[config.mk]
export PLATFORM = sky130hd
export DESIGN_NAME = dmem_arbiter
export DESIGN_NICKNAME = d
export VERILOG_FILES = /design/src/rtl/dmem_arbiter.sv
export SDC_FILE = /design/constraint.sdc
export NUM_CORES = 1
export LEC_CHECK = 0
export ABC_CLOCK_PERIOD_IN_PS = 7530
export CORE_MARGIN = 3
export CORE_UTILIZATION = 48
export CTS_BUF_LIST = sky130_fd_sc_hd__clkbuf_2
export DETAILED_ROUTE_END_ITERATION = 7
export MAX_ROUTING_LAYER = met4
export PLACE_DENSITY_LB_ADDON = 0.15
export SLEW_MARGIN = 20
export SYNTH_ARGS = -nofsm -noshare
export SYNTH_HDL_FRONTEND = slang
export SYNTH_SLANG_ARGS = --single-unit
[constraint.sdc]
create_clock -name clk -period 7.53 [get_ports clk]
set_clock_uncertainty 0.05 [all_clocks]
set_input_delay 1.1295 -clock clk [delete_from_list [all_inputs] [get_ports clk]]
set_output_delay 1.1295 -clock clk [all_outputs]
set_load 0.01 [all_outputs]
[src/rtl/dmem_arbiter.sv]
// Two-port data-memory arbiter: round-robin grant, one-cycle issue, registered response.
// Port 0 is the core LSU, port 1 the debug/DMA loader. Alignment and range are checked
// before issue; a bad access skips the write and returns err_o with zero data.
module dmem_arbiter #(
  parameter int unsigned            DATA_WIDTH = 32,
  parameter logic [DATA_WIDTH-1:0]  ADDR_LIMIT = 32'h0001_FFFF
) (
  input  logic                  clk,
  input  logic                  rst_n,
  input  logic                  req0,
  input  logic [DATA_WIDTH-1:0] addr0,
  input  logic                  we0,
  input  logic [2:0]            ctrl0,
  input  logic [DATA_WIDTH-1:0] wd0,
  input  logic                  req1,
  input  logic [DATA_WIDTH-1:0] addr1,
  input  logic                  we1,
  input  logic [2:0]            ctrl1,
  input  logic [DATA_WIDTH-1:0] wd1,
  output logic                  gnt0,
  output logic                  gnt1,
  output logic                  rvalid0,
  output logic                  rvalid1,
  output logic [DATA_WIDTH-1:0] rd_o,
  output logic                  err_o,
  output logic [DATA_WIDTH-1:0] mem_a,
  output logic [2:0]            mem_ctrl,
  output logic                  mem_we,
  output logic [DATA_WIDTH-1:0] mem_wd,
  input  logic [DATA_WIDTH-1:0] mem_rd
);

  typedef enum logic [1:0] {StIdle, StIssue, StResp} state_e;

  state_e                r_state;
  logic                  r_ptr;
  logic                  r_owner;
  logic [DATA_WIDTH-1:0] r_addr;
  logic                  r_we;
  logic [2:0]            r_ctrl;
  logic [DATA_WIDTH-1:0] r_wd;
  logic                  r_bad;
  logic [DATA_WIDTH-1:0] r_rd;
  logic                  r_err;
  logic                  r_rvalid0;
  logic                  r_rvalid1;

  logic                  w_accept;
  logic                  w_pick1;
  logic                  w_any;
  logic [DATA_WIDTH-1:0] w_addr;
  logic                  w_we;
  logic [2:0]            w_ctrl;
  logic [DATA_WIDTH-1:0] w_wd;
  logic [DATA_WIDTH:0]   w_size;
  logic [DATA_WIDTH:0]   w_last;
  logic                  w_misalign;
  logic                  w_bad;

  // Grant decision: only in IDLE/RESP; pointer breaks ties, a lone requester always wins.
  always_comb begin
    w_accept = rst_n & (r_state != StIssue);
    w_pick1  = req1 & (~req0 | r_ptr);
    gnt0     = w_accept & req0 & ~w_pick1;
    gnt1     = w_accept & w_pick1;
    w_any    = gnt0 | gnt1;
  end

  // Winner field mux and the bad-access check on the fields about to be latched.
  always_comb begin
    w_addr = w_pick1 ? addr1 : addr0;
    w_we   = w_pick1 ? we1   : we0;
    w_ctrl = w_pick1 ? ctrl1 : ctrl0;
    w_wd   = w_pick1 ? wd1   : wd0;
    unique case (w_ctrl[1:0])
      2'b00:   w_size = (DATA_WIDTH+1)'(1);
      2'b01:   w_size = (DATA_WIDTH+1)'(2);
      2'b10:   w_size = (DATA_WIDTH+1)'(4);
      default: w_size = (DATA_WIDTH+1)'(1);
    endcase
    // One extra bit so an access near the top of the address space cannot wrap to a small value.
    w_last     = {1'b0, w_addr} + w_size - (DATA_WIDTH+1)'(1);
    w_misalign = ((w_ctrl[1:0] == 2'b01) && w_addr[0]) ||
                 ((w_ctrl[1:0] == 2'b10) && (w_addr[1:0] != 2'b00));
    w_bad      = (w_ctrl[1:0] == 2'b11) || w_misalign || (w_last > {1'b0, ADDR_LIMIT});
  end

  // Arbiter FSM: latch on grant, issue for one cycle, then strobe the owner's rvalid.
  always_ff @(posedge clk or negedge rst_n) begin
    if (!rst_n) begin
      r_state   <= StIdle;
      r_ptr     <= 1'b0;
      r_owner   <= 1'b0;
      r_addr    <= '0;
      r_we      <= 1'b0;
      r_ctrl    <= '0;
      r_wd      <= '0;
      r_bad     <= 1'b0;
      r_rd      <= '0;
      r_err     <= 1'b0;
      r_rvalid0 <= 1'b0;
      r_rvalid1 <= 1'b0;
    end else begin
      r_rvalid0 <= 1'b0;
      r_rvalid1 <= 1'b0;
      unique case (r_state)
        StIdle, StResp: begin
          if (w_any) begin
            r_owner <= w_pick1;
            r_addr  <= w_addr;
            r_we    <= w_we;
            r_ctrl  <= w_ctrl;
            r_wd    <= w_wd;
            r_bad   <= w_bad;
            r_ptr   <= ~w_pick1;
            r_state <= StIssue;
          end else begin
            r_state <= StIdle;
          end
        end
        StIssue: begin
          r_rd      <= (r_bad | r_we) ? '0 : mem_rd;
          r_err     <= r_bad;
          r_rvalid0 <= ~r_owner;
          r_rvalid1 <= r_owner;
          r_state   <= StResp;
        end
        default: r_state <= StIdle;
      endcase
    end
  end

  // Memory side holds the last latched request; the write strobe exists only in ISSUE.
  always_comb begin
    mem_a    = r_addr;
    mem_ctrl = r_ctrl;
    mem_wd   = r_wd;
    mem_we   = rst_n & (r_state == StIssue) & r_we & ~r_bad;
    rd_o     = r_rd;
    err_o    = r_err;
    rvalid0  = r_rvalid0;
    rvalid1  = r_rvalid1;
  end

endmodule

; Word-level counts from Yosys, hierarchy flattened
; Index checks and enable logic that the tools add are counted.
[totals]
inputBits = 172
regBits = 108
wordCells = 55
output_inout_bits = 105
[classes]
n_addsub = 2
muxes = 10
eq_ne = 6
magnitude_cmp = 1
n_reduce_logical = 9
n_bitwise = 15
[ops]
columns = operator, count
row1 = 2-to-1 mux 32 bit, 3
row2 = adder 32 x 33 -> 33 bit, 1
row3 = > comparator 33 x 17 -> 1 bit (second input constant), 1
row4 = subtractor 33 x 1 -> 33 bit (second input constant), 1
row5 = AND 1 bit, 8
row6 = == test 2 bit (second input constant), 3
row7 = case mux 3 bit (2 select lines), 1
row8 = == test 2 x 1 -> 1 bit (second input constant), 2
row9 = 2-to-1 mux 1 bit, 4
row10 = inverter 1 bit, 4
row11 = case mux 2 bit (2 select lines), 1
row12 = logical OR 1 bit, 3
row13 = 2-to-1 mux 3 bit, 1
row14 = bitwise OR 1 bit, 3
row15 = logical AND 1 bit, 2
row16 = logical NOT 2 bit, 1
row17 = != test 2 x 1 -> 1 bit (second input constant), 1
row18 = AND reduction 2 bit, 1
row19 = nonzero test 2 bit, 1
row20 = OR reduction 2 bit, 1

; Longest topological paths before layout
[logic_depth]
word_depth = 10
ltp_mapped = 22
ltp_nobuf = 19

; Least setup slack after synthesis
; Ideal clock, no wire load.
[synth_path]
path_kind = input port to flip-flop
startpoint = input port req0
endpoint = register r_bad
setup_time_ps = 133
cell_stages = 22
t_arrival_ps = 5097
path_slack_ps = 2249
required_time_ps = 7347
n_path_buf = 3
cell_sequence = buf_2 -> inv_1 -> o21ai_1 -> buf_2 -> buf_4 -> mux2i_1 -> inv_1 -> ha_1 -> inv_1 -> ha_1 -> inv_1 -> ha_1 -> inv_1 -> fa_1 -> nor2b_1 -> o31ai_1 -> and3_1 -> o31ai_4 -> a31oi_1 -> mux2_2 -> nor4_1 -> a31oi_1
[synth_via]
elab_chain_len = 10
elab_cells_between_ends = 24
classes_between = 2 x add/sub / 1 x order compare / 3 x eq/ne / 3 x mux / 8 x bitwise / 7 x reduce/logical
[synth_lines]
columns = element, line_no
row1 = "start, declared", 10  ; input logic req0,
row2 = inverter 1 bit *, 63  ; w_pick1 = req1 & (~req0 | r_ptr);
row3 = bitwise OR 1 bit *, 63
row4 = AND 1 bit *, 63
row5 = 2-to-1 mux 3 bit *, 73  ; w_ctrl = w_pick1 ? ctrl1 : ctrl0;
row6 = named net w_ctrl[0], 53  ; logic [2:0] w_ctrl;
row7 = == test 2 bit or == test 2 x 1 -> 1 bit (tied branches), "75, 84, 83"
row8 = case mux 3 bit (2 select lines), 75  ; unique case (w_ctrl[1:0])
row9 = adder 32 x 33 -> 33 bit, 82  ; w_last = {1'b0, w_addr} + w_size - (DATA_WIDTH+1)'(1);
row10 = subtractor 33 x 1 -> 33 bit, 82
row11 = > comparator 33 x 17 -> 1 bit, 85  ; w_bad = (w_ctrl[1:0] == 2'b11) || w_misalign || (w_last > {1'b0, ADDR_LIMIT});
row12 = logical OR 1 bit *, 85
row13 = "end signal, assigned", 114  ; r_bad <= w_bad;
row14 = "end, declared", 42  ; logic r_bad;
; The timed path passes the listed nets; every way through them passes the cells marked *.
; A chain may end at the register's enable or synchronous reset.

; Worst setup path in the final report
[layout_path]
startpoint = input port req0
endpoint = output port gnt0
[layout_via]
elab_chain_len = 5
elab_cells_between_ends = 6
classes_between = 6 x bitwise
[layout_lines]
columns = element, line_no
row1 = inverter 1 bit, 63
row2 = bitwise OR 1 bit, 63
row3 = AND 1 bit, 63
row4 = inverter 1 bit, 64  ; gnt0 = w_accept & req0 & ~w_pick1;
row5 = AND 1 bit *, 64
row6 = "end, declared", 20  ; output logic gnt0,
; Mark *: on every way between the ends. The rest lies on a longest branch, timed or not.

==> summary.md <==
| Metric | Value |
|---|---|
| Multi-input logic area | `0.00353 mm2` |
| PwrDens | `between 150 and 200 mW/mm2` |
| Sequential area share after synthesis | `around two fifths` |
| Max Clk Rate | `between 150 and 200 MHz` |
| Mean Syn Cell Area | `between 8 and 9 um2` |
| Post-synth EDFFs | `0` |
| DRC | `0` |
| Sequential Area | `between 0.002 and 0.003 mm2` |
| Launching point of the worst reg2reg path | `r_ptr$_DFFE_PN0P_` |
| Initial antenna violation count | `1` |
| Largest net degree at the start of global routing | `71` |
| Reg clk slew, reported paths | `approximately 0.33 ns` |
| WL final | `between 20000 and 25000 um` |
| Worst hold margin | `0.359 ns` |
| Max-slew violations | `0` |
| Synth Area in Compound Gates | `between 20% and 30%` |
| Die area | `approximately 0.015 mm2` |
| Critical Path Max Stage Delay | `around 0.61 ns` |
| Power Internal | `roughly 0.0011 W` |
| Cell area after synthesis | `about 0.0066 mm2` |
| Synthesis-stage register bit count | `108` |
| Most frequent cells after synthesis | `108 x dfrtp_1, 89 x o21ai_0, 74 x nand2_1` |
| Root Buffer | `clkbuf_2` |
| Logic pwr share | `between 40 and 50%` |
| Cells after Synth | `741` |
| Sw Share | `38.1%` |
| Lkg Pwr | `between 4 and 5 nW` |
| CP max stage cell | `buf_4` |
| Area share of and/or/nand/nor cells after synthesis | `16.2%` |
| Seq pwr share | `approximately two fifths` |
| TritonCTS clock tree | `built` |
| Router iterations before antenna repair | `5` |
| Num CTS Buffers | `9` |
| Grt ovf | `0` |
| Xor/xnor share of the synthesized area | `0.797%` |
| Slew HR | `39.2%` |
| Placer Congestion | `~0.98` |
| GRT Overall Usage | `between 20% and 30%` |
| Ys Warns | `0` |
| Crit path DAT | `between 4 and 5 ns` |
| Startpoint types | `input pin` |
| Ys async rst share | `100%` |
| Largest family of logic cells by synthesized area | `compound AO/OA/AOI/OAI gates` |
| Top cells by area, synth | `dfrtp_1 41%, ha_1 7.2%, o21ai_0 6.8%` |
| Iteration-0 DRC Markers | `381` |
| CP Max Fanout | `46` |
| Final Hold Vio Count | `0` |
| Vias | `6413` |
| Layout area overhead | `45.4%` |
| Reg2reg end | `r_bad$_DFFE_PN0P_` |
| Worst-path cell chain | `clkdlybuf4s50_1 -> inv_1 -> o21ai_4 -> buf_4 -> buf_4 -> nor3b_1 -> clkdlybuf4s50_1` |
| First-pass GRT wire length | `32400 um` |
| Final TNS setup | `0 ns` |
| Vias per std cell | `between 5 and 6` |
| Setup violations, final | `0` |
| Rows | `42` |
| PortBufs | `276` |
| Syn_nets | `952` |
| Post-CTS Hold Fix Bufs | `0` |
| Fillers | `1072` |
| Vias in the first global route | `slightly above 6000` |
| R2r setup slk | `~2.9 ns` |
| Layout cells sized above 1 | `under 10%` |
| Chip height | `~120 um` |
| Top Family by Delay on Critical Path | `buffers and inverters` |
| DIE WIDTH | `approximately 120 um` |
| Clock Sinks | `~110` |
| WP buf/inv | `5` |
| Clock period minus worst slack | `5.44 ns` |
| RSZ-0062 raised after global routing | `no` |
| Count of cells resized by post-cts repair | `0` |
| Main synth FF type | `dfrtp_1` |
| Clock Path Buffers | `2` |
| Top-count cell post-synth | `dfrtp_1` |
| CP Class | `input pin to output port` |
| ANT nets after route | `0` |
| CP endpoint kind | `output port` |
| Multiplexer share of the synthesized area | `5.79%` |
| Pwr Total | `0.00176 W` |
| Routed wire per std cell | `between 15 and 20 um` |
| I/O pin cnt | `277` |
| Post-Synth Adder-Cell Area | `~7.5%` |
| Nets | `1202` |
| H-tree Lvls | `3` |
| Core box area | `between 0.01 and 0.015 mm2` |
| Worst-margin pin slew | `between 0.9 and 1 ns` |
| Max_cap viols | `0` |
| Crit path required time | `~6.4 ns` |
| Hold Crit Class | `input pin to asynchronous set/reset pin` |
| Status | `complete, no violations` |
| Reg2Reg Depth | `14` |
| Clk pwr share | `between 10% and 20%` |
| Period utilization | `a little over 70%` |
| Hpwl dp | `~17000 um` |
| Switching power | `~0.00067 W` |
| Synth top area share | `between 40% and 50%` |
| Clock latency on the worst-skew pair | `0.64 ns` |
| Cell variety after synth | `60` |
| Post-CTS Setup Inserts | `0` |
| Peak supply drop | `between 0.1 and 0.15 mV` |
| Starting Density | `49.4%` |
| Cell taking the most area after synthesis | `dfrtp_1` |
through the flow:
| step | instance area (um2) | instances | util (%) | worst slack [ns] |
|---|---|---|---|---|
| after floorplan | 6600 | 741 | - | 2.25 |
| after global placement | 9480 | 1156 | 71.0 | 1.75 |
| after detailed placement | 9480 | 1156 | 71.0 | 1.55 |
| after CTS | 9590 | 1172 | 71.8 | 2.07 |
| after global routing | 9590 | 1173 | 71.9 | 1.86 |
| final | 9590 | 1174 | 71.9 | 2.09 |
layout make-up:
type | count | share of cell area [%]
repair buffers | 284 | 29.4
multi-input cells | 535 | 36.8
well taps | 176 | 2.30
clock inverters | 7 | 0.691
flip-flops and latches | 108 | 28.2
inverters | 53 | 2.07
diodes | 2 | 0.0522
clock buffers | 9 | 0.470
worst max path at each step:
stage	endpoint	startpoint	slack (ns)	cells after the start
after floorplan	r_bad$_DFFE_PN0P_	req0	2.25	22
after global placement	r_bad$_DFFE_PN0P_	req0	1.75	16
after detailed placement	r_bad$_DFFE_PN0P_	req0	1.55	16
after CTS	gnt0	req0	2.07	7
after global routing	r_bad$_DFFE_PN0P_	req0	1.86	16
final	gnt0	req0	2.09	7
sequential cells by signal, summed over array words and instances (netlist names), 2 cells and up:
name      count
mem_a        32
mem_ctrl      3
mem_wd       32
r_state       2
rd_o         32
logic make-up (layout without fill, tap and decap cells):
logic type | after synthesis | after routing
buffers and inverters | 98 | 353
DFF | 108 | 108
adders and majority gates | 39 | 39
other | 0 | 2
xor gates and xnor gates | 6 | 6
AOI/OAI and AO/OA | 239 | 239
muxes | 38 | 38
and+or+nand+nor | 213 | 213
per-layer routing:
layer  global-route usage (%)  share of wire [%]  wire length (um)  vias up
met3                     5.40                6.7              1410       29
li1                         -                  -                 -     3143
met2                     47.0                 50             10700      203
met5                        -                  0                 0        -
met1                     34.6                 41              8730     3038
met4                     7.13                1.6               334        0
power by group through the flow:
| stage | registers [W] | clock network, W | logic [W] |
|---|---|---|---|
| after global placement | 0.000702 | 0 | 0.000792 |
| after global routing | 0.000705 | 0.000299 | 0.000874 |
| after detailed placement | 0.000706 | 0 | 0.000792 |
| after CTS | 0.000695 | 0.000279 | 0.000795 |
| final | 0.000695 | 0.000270 | 0.000794 |
| after floorplan | 0.000736 | 0 | 0.000397 |
layout by cell type, fill, tap and decap left out, drive strengths merged, types with 9 or more instances in the layout:
master,count
clkdlybuf4s50,275
dfrtp,108
o21ai,91
nand2,74
a21oi,66
inv,58
nor2,51
ha,38
mux2i,37
nand3b,34
a22o,32
nand3,11
nand4,9
clkbuf,9
buf,9
Note: power is estimated with default switching activity, not from simulation.
